$ cat src/rtl/decode_stage.sv
// RV32I (+ optional M) instruction decoder with a one-cycle registered output
// and a one-entry skid buffer so the stage sustains one instruction per cycle.
module decode_stage #(
  parameter int XLEN  = 32,
  parameter int EN_M  = 0,
  parameter int CNT_W = 16
) (
  input  logic             clk,
  input  logic             rst_n,
  input  logic             flush,
  input  logic             in_valid,
  output logic             in_ready,
  input  logic [31:0]      instr,
  input  logic [XLEN-1:0]  pc,
  output logic             out_valid,
  input  logic             out_ready,
  output logic [XLEN-1:0]  out_pc,
  output logic [4:0]       rd,
  output logic [4:0]       rs1,
  output logic [4:0]       rs2,
  output logic [XLEN-1:0]  imm,
  output logic [4:0]       alu_op,
  output logic [2:0]       fmt,
  output logic [2:0]       funct3,
  output logic             reg_we,
  output logic             alu_src_imm,
  output logic             mem_rd,
  output logic             mem_wr,
  output logic [1:0]       mem_size,
  output logic             mem_uns,
  output logic             illegal,
  output logic [CNT_W-1:0] illegal_cnt
);

  localparam logic [6:0] OPC_OP     = 7'b0110011;
  localparam logic [6:0] OPC_OPIMM  = 7'b0010011;
  localparam logic [6:0] OPC_LOAD   = 7'b0000011;
  localparam logic [6:0] OPC_STORE  = 7'b0100011;
  localparam logic [6:0] OPC_BRANCH = 7'b1100011;
  localparam logic [6:0] OPC_LUI    = 7'b0110111;
  localparam logic [6:0] OPC_AUIPC  = 7'b0010111;
  localparam logic [6:0] OPC_JAL    = 7'b1101111;
  localparam logic [6:0] OPC_JALR   = 7'b1100111;

  localparam logic [4:0] ALU_ADD   = 5'd0;
  localparam logic [4:0] ALU_SUB   = 5'd1;
  localparam logic [4:0] ALU_SLL   = 5'd2;
  localparam logic [4:0] ALU_SLT   = 5'd3;
  localparam logic [4:0] ALU_SLTU  = 5'd4;
  localparam logic [4:0] ALU_XOR   = 5'd5;
  localparam logic [4:0] ALU_SRL   = 5'd6;
  localparam logic [4:0] ALU_SRA   = 5'd7;
  localparam logic [4:0] ALU_OR    = 5'd8;
  localparam logic [4:0] ALU_AND   = 5'd9;
  localparam logic [4:0] ALU_PASSB = 5'd10;

  localparam logic [2:0] FMT_R    = 3'd0;
  localparam logic [2:0] FMT_I    = 3'd1;
  localparam logic [2:0] FMT_LOAD = 3'd2;
  localparam logic [2:0] FMT_S    = 3'd3;
  localparam logic [2:0] FMT_B    = 3'd4;
  localparam logic [2:0] FMT_U    = 3'd5;
  localparam logic [2:0] FMT_J    = 3'd6;
  localparam logic [2:0] FMT_JALR = 3'd7;

  typedef struct packed {
    logic [XLEN-1:0] pc;
    logic [4:0]      rd;
    logic [4:0]      rs1;
    logic [4:0]      rs2;
    logic [XLEN-1:0] imm;
    logic [4:0]      alu_op;
    logic [2:0]      fmt;
    logic [2:0]      funct3;
    logic            reg_we;
    logic            alu_src_imm;
    logic            mem_rd;
    logic            mem_wr;
    logic [1:0]      mem_size;
    logic            mem_uns;
    logic            illegal;
  } dec_t;

  function automatic logic [XLEN-1:0] sext32(input logic [31:0] v);
    logic signed [31:0] s;
    s = $signed(v);
    return XLEN'(s);
  endfunction

  function automatic logic [CNT_W-1:0] sat_inc(input logic [CNT_W-1:0] c);
    return (&c) ? c : c + 1'b1;
  endfunction

  // Shared funct3 -> ALU mapping for OP (funct7=0) and OP-IMM.
  function automatic logic [4:0] alu_base(input logic [2:0] f3);
    case (f3)
      3'd0:    return ALU_ADD;
      3'd1:    return ALU_SLL;
      3'd2:    return ALU_SLT;
      3'd3:    return ALU_SLTU;
      3'd4:    return ALU_XOR;
      3'd5:    return ALU_SRL;
      3'd6:    return ALU_OR;
      default: return ALU_AND;
    endcase
  endfunction

  function automatic dec_t decode(input logic [31:0] w, input logic [XLEN-1:0] pcv);
    dec_t        d;
    logic [2:0]  f3;
    logic [6:0]  f7;
    logic [6:0]  sh7;
    logic        bad;
    logic [31:0] i_imm, s_imm, b_imm, u_imm, j_imm;
    f3  = w[14:12];
    f7  = w[31:25];
    sh7 = f7;
    // RV64 shift immediates use bit 25 as shamt[5].
    if (XLEN == 64) sh7[0] = 1'b0;
    i_imm = {{20{w[31]}}, w[31:20]};
    s_imm = {{20{w[31]}}, w[31:25], w[11:7]};
    b_imm = {{19{w[31]}}, w[31], w[7], w[30:25], w[11:8], 1'b0};
    u_imm = {w[31:12], 12'h000};
    j_imm = {{11{w[31]}}, w[31], w[19:12], w[20], w[30:21], 1'b0};
    bad = 1'b0;
    d = '0;
    d.pc     = pcv;
    d.rd     = w[11:7];
    d.rs1    = w[19:15];
    d.rs2    = w[24:20];
    d.funct3 = f3;
    case (w[6:0])
      OPC_OP: begin
        d.fmt    = FMT_R;
        d.reg_we = 1'b1;
        if (f7 == 7'h00)                  d.alu_op = alu_base(f3);
        else if (f7 == 7'h20 && f3 == 3'd0) d.alu_op = ALU_SUB;
        else if (f7 == 7'h20 && f3 == 3'd5) d.alu_op = ALU_SRA;
        else if (f7 == 7'h01 && EN_M != 0)  d.alu_op = {2'b10, f3};
        else                                bad = 1'b1;
      end
      OPC_OPIMM: begin
        d.fmt         = FMT_I;
        d.imm         = sext32(i_imm);
        d.alu_src_imm = 1'b1;
        d.reg_we      = 1'b1;
        d.alu_op      = alu_base(f3);
        if (f3 == 3'd1 && sh7 != 7'h00) bad = 1'b1;
        if (f3 == 3'd5) begin
          if (sh7 == 7'h20)      d.alu_op = ALU_SRA;
          else if (sh7 != 7'h00) bad = 1'b1;
        end
      end
      OPC_LOAD: begin
        d.fmt         = FMT_LOAD;
        d.imm         = sext32(i_imm);
        d.alu_src_imm = 1'b1;
        d.reg_we      = 1'b1;
        d.mem_rd      = 1'b1;
        d.mem_size    = f3[1:0];
        d.mem_uns     = f3[2];
        bad           = (f3 == 3'd3) || (f3 == 3'd6) || (f3 == 3'd7);
      end
      OPC_STORE: begin
        d.fmt         = FMT_S;
        d.imm         = sext32(s_imm);
        d.alu_src_imm = 1'b1;
        d.mem_wr      = 1'b1;
        d.mem_size    = f3[1:0];
        bad           = (f3 > 3'd2);
      end
      OPC_BRANCH: begin
        d.fmt    = FMT_B;
        d.imm    = sext32(b_imm);
        d.alu_op = ALU_SUB;
        bad      = (f3 == 3'd2) || (f3 == 3'd3);
      end
      OPC_LUI: begin
        d.fmt         = FMT_U;
        d.imm         = sext32(u_imm);
        d.alu_op      = ALU_PASSB;
        d.alu_src_imm = 1'b1;
        d.reg_we      = 1'b1;
      end
      OPC_AUIPC: begin
        d.fmt         = FMT_U;
        d.imm         = sext32(u_imm);
        d.alu_src_imm = 1'b1;
        d.reg_we      = 1'b1;
      end
      OPC_JAL: begin
        d.fmt         = FMT_J;
        d.imm         = sext32(j_imm);
        d.alu_src_imm = 1'b1;
        d.reg_we      = 1'b1;
      end
      OPC_JALR: begin
        d.fmt         = FMT_JALR;
        d.imm         = sext32(i_imm);
        d.alu_src_imm = 1'b1;
        d.reg_we      = 1'b1;
        bad           = (f3 != 3'd0);
      end
      default: bad = 1'b1;
    endcase
    d.illegal = bad;
    if (bad) begin
      d.reg_we = 1'b0;
      d.mem_rd = 1'b0;
      d.mem_wr = 1'b0;
    end
    if (d.rd == 5'd0) d.reg_we = 1'b0;
    return d;
  endfunction

  dec_t             dec_p0;
  dec_t             main_p1;
  dec_t             skid_p1;
  logic             vld_p1;
  logic             skid_vld_p1;
  logic             in_ready_q;
  logic [CNT_W-1:0] cnt_q;
  logic             acc_p0;
  logic             drain_p1;

  always_comb begin
    dec_p0   = decode(instr, pc);
    acc_p0   = in_valid && in_ready_q;
    drain_p1 = vld_p1 && out_ready;
  end

  // Stage boundary p0 -> p1: main register with skid overflow; skid always drains first.
  always_ff @(posedge clk or negedge rst_n) begin
    if (!rst_n) begin
      main_p1     <= '0;
      skid_p1     <= '0;
      vld_p1      <= 1'b0;
      skid_vld_p1 <= 1'b0;
      in_ready_q  <= 1'b1;
      cnt_q       <= '0;
    end else if (flush) begin
      vld_p1      <= 1'b0;
      skid_vld_p1 <= 1'b0;
      in_ready_q  <= 1'b1;
    end else begin
      if (!vld_p1 || out_ready) begin
        if (skid_vld_p1) begin
          main_p1     <= skid_p1;
          vld_p1      <= 1'b1;
          skid_vld_p1 <= 1'b0;
          in_ready_q  <= 1'b1;
        end else begin
          vld_p1 <= acc_p0;
          if (acc_p0) main_p1 <= dec_p0;
        end
      end else if (acc_p0) begin
        skid_p1     <= dec_p0;
        skid_vld_p1 <= 1'b1;
        in_ready_q  <= 1'b0;
      end
      if (drain_p1 && main_p1.illegal) cnt_q <= sat_inc(cnt_q);
    end
  end

  assign in_ready    = in_ready_q;
  assign out_valid   = vld_p1;
  assign out_pc      = main_p1.pc;
  assign rd          = main_p1.rd;
  assign rs1         = main_p1.rs1;
  assign rs2         = main_p1.rs2;
  assign imm         = main_p1.imm;
  assign alu_op      = main_p1.alu_op;
  assign fmt         = main_p1.fmt;
  assign funct3      = main_p1.funct3;
  assign reg_we      = main_p1.reg_we;
  assign alu_src_imm = main_p1.alu_src_imm;
  assign mem_rd      = main_p1.mem_rd;
  assign mem_wr      = main_p1.mem_wr;
  assign mem_size    = main_p1.mem_size;
  assign mem_uns     = main_p1.mem_uns;
  assign illegal     = main_p1.illegal;
  assign illegal_cnt = cnt_q;

endmodule
$ cat config.mk
export PLATFORM = sky130hd
export DESIGN_NAME = decode_stage
export DESIGN_NICKNAME = d
export VERILOG_FILES = /design/src/rtl/decode_stage.sv
export SDC_FILE = /design/constraint.sdc
export NUM_CORES = 1
export LEC_CHECK = 0
export ABC_AREA = 1
export CAP_MARGIN = 20
export CORE_ASPECT_RATIO = 0.5
export CORE_UTILIZATION = 38
export DETAILED_ROUTE_END_ITERATION = 7
export PLACE_DENSITY_LB_ADDON = 0.3
export SLEW_MARGIN = 20
export SYNTH_ARGS = -nofsm -noshare
export SYNTH_HDL_FRONTEND = slang
export SYNTH_SLANG_ARGS = --single-unit
$ cat constraint.sdc
create_clock -name clk -period 1.5 [get_ports clk]
set_input_delay 0.3 -clock clk [delete_from_list [all_inputs] [get_ports clk]]
set_output_delay 0.3 -clock clk [all_outputs]
set_load 0.02 [all_outputs]
; ---- Word level (Yosys, flattened, before mapping)
; Cells that the tools add are included.
; Widths: inputs -> output; s select.
[word_totals]
register_bits = 215
output_inout_bits = 116
input_bits = 69
word_cells = 125
[classes]
n_addsub = 1
n_reduce_logical = 30
n_bitwise = 3
mux = 38
order_cmp = 1
n_eq_ne = 18
[op_table]
columns = op, count
row1 = $mux 98, 2
row2 = $pmux 32 s5, 1
row3 = $eq 7x6->1 const B, 4
row4 = $pmux 4 s7, 1
row5 = $mux 1, 24
row6 = $eq 7x7->1 const B, 3
row7 = $pmux 3 s7, 1
row8 = $pmux 5 s4, 1
row9 = $add 16x1->16 const B, 1
row10 = $reduce_and 16->1, 1
row11 = $mux 5, 3
row12 = $eq 7x5->1 const B, 2
row13 = $reduce_or 7->1, 2
row14 = $eq 3x3->1 const B, 4
row15 = $reduce_and 3->1, 3
row16 = $eq 7x2->1 const B, 1
row17 = $logic_not 7->1, 1
row18 = $pmux 1 s7, 1
row19 = $reduce_bool 7->1, 1
row20 = $eq 3x2->1 const B, 2
row21 = $logic_and 1x1->1, 6
row22 = $mux 3, 2
row23 = $reduce_bool 3->1, 2
row24 = $reduce_or 3->1, 2
row25 = other kinds (12), 20

; ---- Longest topological paths before layout
[depth]
ltp_word = 11
ltp_mapped = 13
ltp_nobuf = 13

; ---- Least setup slack after synthesis
; No wires, ideal clock.
[synth_timing]
path_kind = register -> register
startpoint = reg cnt_q[0], in the netlist illegal_cnt[0]
endpoint = reg cnt_q[14], in the netlist illegal_cnt[14]
path_buffers = 0
setup_time_ps = 118
period_less_slack_ps = 1707
required_time_ps = 1382
setup_slack_ps = -207
arrival_time_ps = 1589
stages_incl_launch_ff = 12
path_cell_list = dfrtp_1 -> ha_1 -> nand3_1 -> nor2_1 -> nand3_1 -> nand2_2 -> inv_2 -> nand2_1 -> nor2_1 -> nand2_1 -> nor2_1 -> nor2_1
[synth_via]
elab_chain_len = 3
word_cells_on_any_way = 4
cone_classes = 1 x add/sub / 1 x bitwise / 2 x reduce/logical
[synth_rtl]
columns = element, line_no
row1 = "start, declared", 222  ; logic [CNT_W-1:0] cnt_q;
row2 = "start signal, assigned", 261  ; if (drain_p1 && main_p1.illegal) cnt_q <= sat_inc(cnt_q);
row3 = "parallel branches: the longest is 3 deep, another holds $add 16x1->16", -
; Parallel ways; which one is timed is not known.
; A chain may end at the register's enable or synchronous reset.

; ---- Worst setup path after layout
[layout_timing]
startpoint = reg vld_p1, in the netlist out_valid
endpoint = reg skid_p1[7] in the netlist's numbering
[layout_via]
elab_chain_len = 4
[layout_rtl]
columns = element, line_no
row1 = "start, declared", 219  ; logic vld_p1;
row2 = "start signal, assigned", 253  ; vld_p1 <= acc_p0;
row3 = $logic_not 1->1, 246  ; if (!vld_p1 || out_ready) begin
row4 = $logic_or 1x1->1, 246
row5 = $not 1->1 (no source line), -
row6 = $reduce_and 3->1 (no source line), -
row7 = "end signal, assigned", 257  ; skid_p1 <= dec_p0;
row8 = "end, declared", 218  ; dec_t skid_p1;
; No other way between the ends.

==> results.sh <==
export IMPL_fin_skew_ns=0.0103
export IMPL_avgRoutedWirePerCell_um=17.7
export IMPL_cts_sinks=213
export IMPL_fillers=2250
export IMPL_yosys_mux_area_fraction_pct=0
export IMPL_violations="setup timing"
export IMPL_cp_num_buf_inv=5
export IMPL_powerDensity_nw_per_um2=1110
export IMPL_ios=185
export IMPL_seq_area_um2=5340
export IMPL_hpwl_um=20200
export IMPL_final_area_um2=14600
export IMPL_drive_gt1_share_pct=26.0
export IMPL_initial_core_util_pct=39.2
export IMPL_cp_arrival_ns=2.03
export IMPL_fmax_mhz=615
export IMPL_clock_latency_ns=0.52
export IMPL_synth_area_leaders="dfrtp_1 (53%), nand2_1 (15%), o21ai_0 (8.6%), inv_1 (3.4%), nor2_1 (3.1%)"
export IMPL_path_common_cell="inv_2"
export IMPL_drc_errors=0
export IMPL_cts_tree="yes"
export IMPL_grt_pass1_wl_um=47500
export IMPL_grt_antenna_before_repair=2
export IMPL_grt_max_degree=133
export IMPL_clk_pin_slew_ns=0.07
export IMPL_dieHeight_um=117
export IMPL_vias=9419
export IMPL_max_slew_margin_pct=62.8
export IMPL_cp_depth=10
export IMPL_fp_row_count=41
export IMPL_synth_top_area_share_pct=52.9
export IMPL_setup_tns_ns=-9.45
export IMPL_avgSynthCellArea_um2=8.20
export IMPL_via_per_inst=5.06
export IMPL_grt_overflow_total=0
export IMPL_first_iter_violations=839
export IMPL_yosysSeqAreaShare_pct=53.2
export IMPL_core_um2=25500
export IMPL_crit_path_end_kind="flip-flop"
export IMPL_cpPeakStageDelay_ns=0.37
export IMPL_final_hold_viol_count=0
export IMPL_multi_input_area_um2=4190
export IMPL_synth_top_family_by_area="simple AND/OR/NAND/NOR gates"
export IMPL_status="finished with violations"
export IMPL_cp_cell_sequence="inv_2 > nor2_4 > inv_2 > nor2_2 > inv_2 > nor2_4 > inv_8 > clkbuf_16 > nand2_1 > o21ai_1"
export IMPL_cts_buffers=21
export IMPL_irDropWorstVdd_mv=0.662
export IMPL_place_inst=1781
export IMPL_die_w_um=232
export IMPL_worstPathRequired_ns=1.90
export IMPL_hold_path_class="input port to async pin"
export IMPL_portBuffers=183
export IMPL_p_leak_nw=7.40
export IMPL_drv_slew=0
export IMPL_gp_congestion=0.864
export IMPL_grt_setup_unrepaired="yes"
export IMPL_antenna_left=0
export IMPL_nets=1573
export IMPL_cts_buffer_depth=3
export IMPL_first_global_vias=8989
export IMPL_cp_slowest_cell="dfrtp_2"
export IMPL_synth_top_cell_by_area="dfrtp_1"
export IMPL_die_area_um2=27100
export IMPL_firstDrtPassIters=5
export IMPL_synthXorXnorAreaFrac_pct=1.22
export IMPL_critPathMaxFanout=23
export IMPL_grt_use_total_pct=22.3
export IMPL_fin_crit_sh_pct=108
export IMPL_syn_inst=1222
export IMPL_yosys_area_share_simple_pct=23.6
export IMPL_fin_ws_ns=-0.126
export IMPL_synth_cell_types=41
export IMPL_place_area_um2=13000
export IMPL_cts_root_buf="clkbuf_16"
export IMPL_finalSetupViolations=170
export IMPL_period_needed_ns=1.63
export IMPL_ys_warn_count=0
export IMPL_ff2ff_path_depth=10
export IMPL_holdWs_ns=0.312
export IMPL_worst_slew_pin_slew_ns=0.559
export IMPL_dp_slack_ns=-0.601
export IMPL_area_growth_syn_to_layout_pct=45.7
export IMPL_cap_violations=0
export IMPL_worstSetupPathType="flip-flop to flip-flop"
export IMPL_layoutNonFillerInstCount=1863
export IMPL_ys_ff_latch=213
export IMPL_startpoint_type="flip-flop"
export IMPL_synth_compound_area_share_pct=14.7
export IMPL_htree_levels=1
export IMPL_path_delay_family="simple AND/OR/NAND/NOR gates"
export IMPL_drt_wl_total_um=32900
export IMPL_syn_area_um2=10000
export IMPL_syn_nets=1292
export IMPL_yosys_area_share_adder_pct=0.125
## routing by layer
metal / vias up / track usage, % / part of all wire, %
met5: - / 0 / 0
met4: 0 / 6.01 / 2.1
met3: 57 / 3.46 / 5.6
met2: 290 / 37.8 / 48
met1: 4573 / 30.2 / 45
li1: 4499 / - / -
## state kept, by name, indices dropped and copies added (netlist names), 2 cells and up
register	cells
fmt	3
rs1	5
rs2	5
rd	5
skid_p1	97
illegal_cnt	16
mem_size	2
alu_op	4
funct3	3
out_pc	32
imm	32
## worst register-to-register path, delay by kind of cell (launching register included)
kind | cells | cell delay [ns]
buffers and inverters | 5 | 0.54
AND/OR/NAND/NOR | 4 | 0.54
flip-flops | 1 | 0.37
AO/OA/AOI/OAI | 1 | 0.07
## cell type report
cell class                      instances  share of cell area [%]
Antenna cell                            2                  0.0343
Clock buffer                           27                    3.89
Clock inverter                         10                   0.565
Inverter                              105                    2.87
Multi-Input combinational cell        837                    28.7
Sequential cell                       213                    36.5
Tap cell                              344                    2.95
Timing Repair Buffer                  324                    24.4
Timing Repair inverter                  1                  0.0771
## stage by stage
stage	utilization, %	power (mW)
after CTS	54.7	16.0
after global routing	57.2	16.9
final	57.2	16.2
after floorplan	-	9.06
after global placement	51.0	10.7
after detailed placement	51.0	10.9
## repair_timing
| action | 4_1_cts | 5_1_grt |
|---|---|---|
| hold endpoints to repair | 37 | 0 |
| hold buffers | 1 | 0 |
| gates resized for setup | 422 | 84 |
| pin swaps | 14 | 27 |
| buffers inserted | 10 | 12 |
| setup endpoints to repair | 267 | 233 |
| cloned | 5 | 16 |
## final timing paths
check	start	end	slack, ns
setup / recovery	out_valid	skid_p1[7]	-0.13
hold / removal	rst_n	out_pc[21]	0.31
setup reg to reg	out_valid	skid_p1[7]	-0.13
hold reg to reg	imm[0]	imm[0]	0.48
max in group asynchronous	rst_n	illegal_cnt[1]	0.60
min in group clk	instr[14]	skid_p1[10]	0.32
## kinds of logic (layout without fill, tap and decap cells)
logic type,after synthesis,count (layout)
AOI/OAI and AO/OA,272,272
and+or+nand+nor,549,549
other,1,3
buffers and inverters,172,467
adders and majority gates,1,1
DFF,213,213
xor gates and xnor gates,14,14
## power breakdown
part           switching (mW)  leakage [nW]  internal, mW
registers               0.610          2.75          6.74
logic                    2.02          4.31          1.64
clock network            2.33         0.328          2.86
total                    4.95          7.40          11.2
## synth_stat cells, drive strengths merged
cell type / count
dfrtp: 212
a41oi: 5
inv: 105
xnor2: 7
buf: 37
nor2: 96
clkbuf: 30
a21oi: 14
nand3: 45
xor2: 7
ha: 1
o31ai: 1
nor3b: 1
dfstp: 1
a31oi: 10
a2bb2oi: 1
o211ai: 11
nor3: 4
o21ai: 228
a22oi: 1
nand4: 4
nand2: 399
o2111ai: 1
conb: 1
## cell usage in the layout, fill, tap and decap left out, types with 19 or more instances in the layout
cell type and instances:
clkbuf_16 33, nand3_1 29, nand2_2 22, nor2_1 71, inv_1 87, clkdlybuf4s50_1 56, buf_2 21, clkdlybuf4s15_2 78
dfrtp_1 207, buf_12 19, buf_4 87, nand2_1 368, o21ai_1 100, o21ai_0 115
Power figures use the tool's default switching activity.
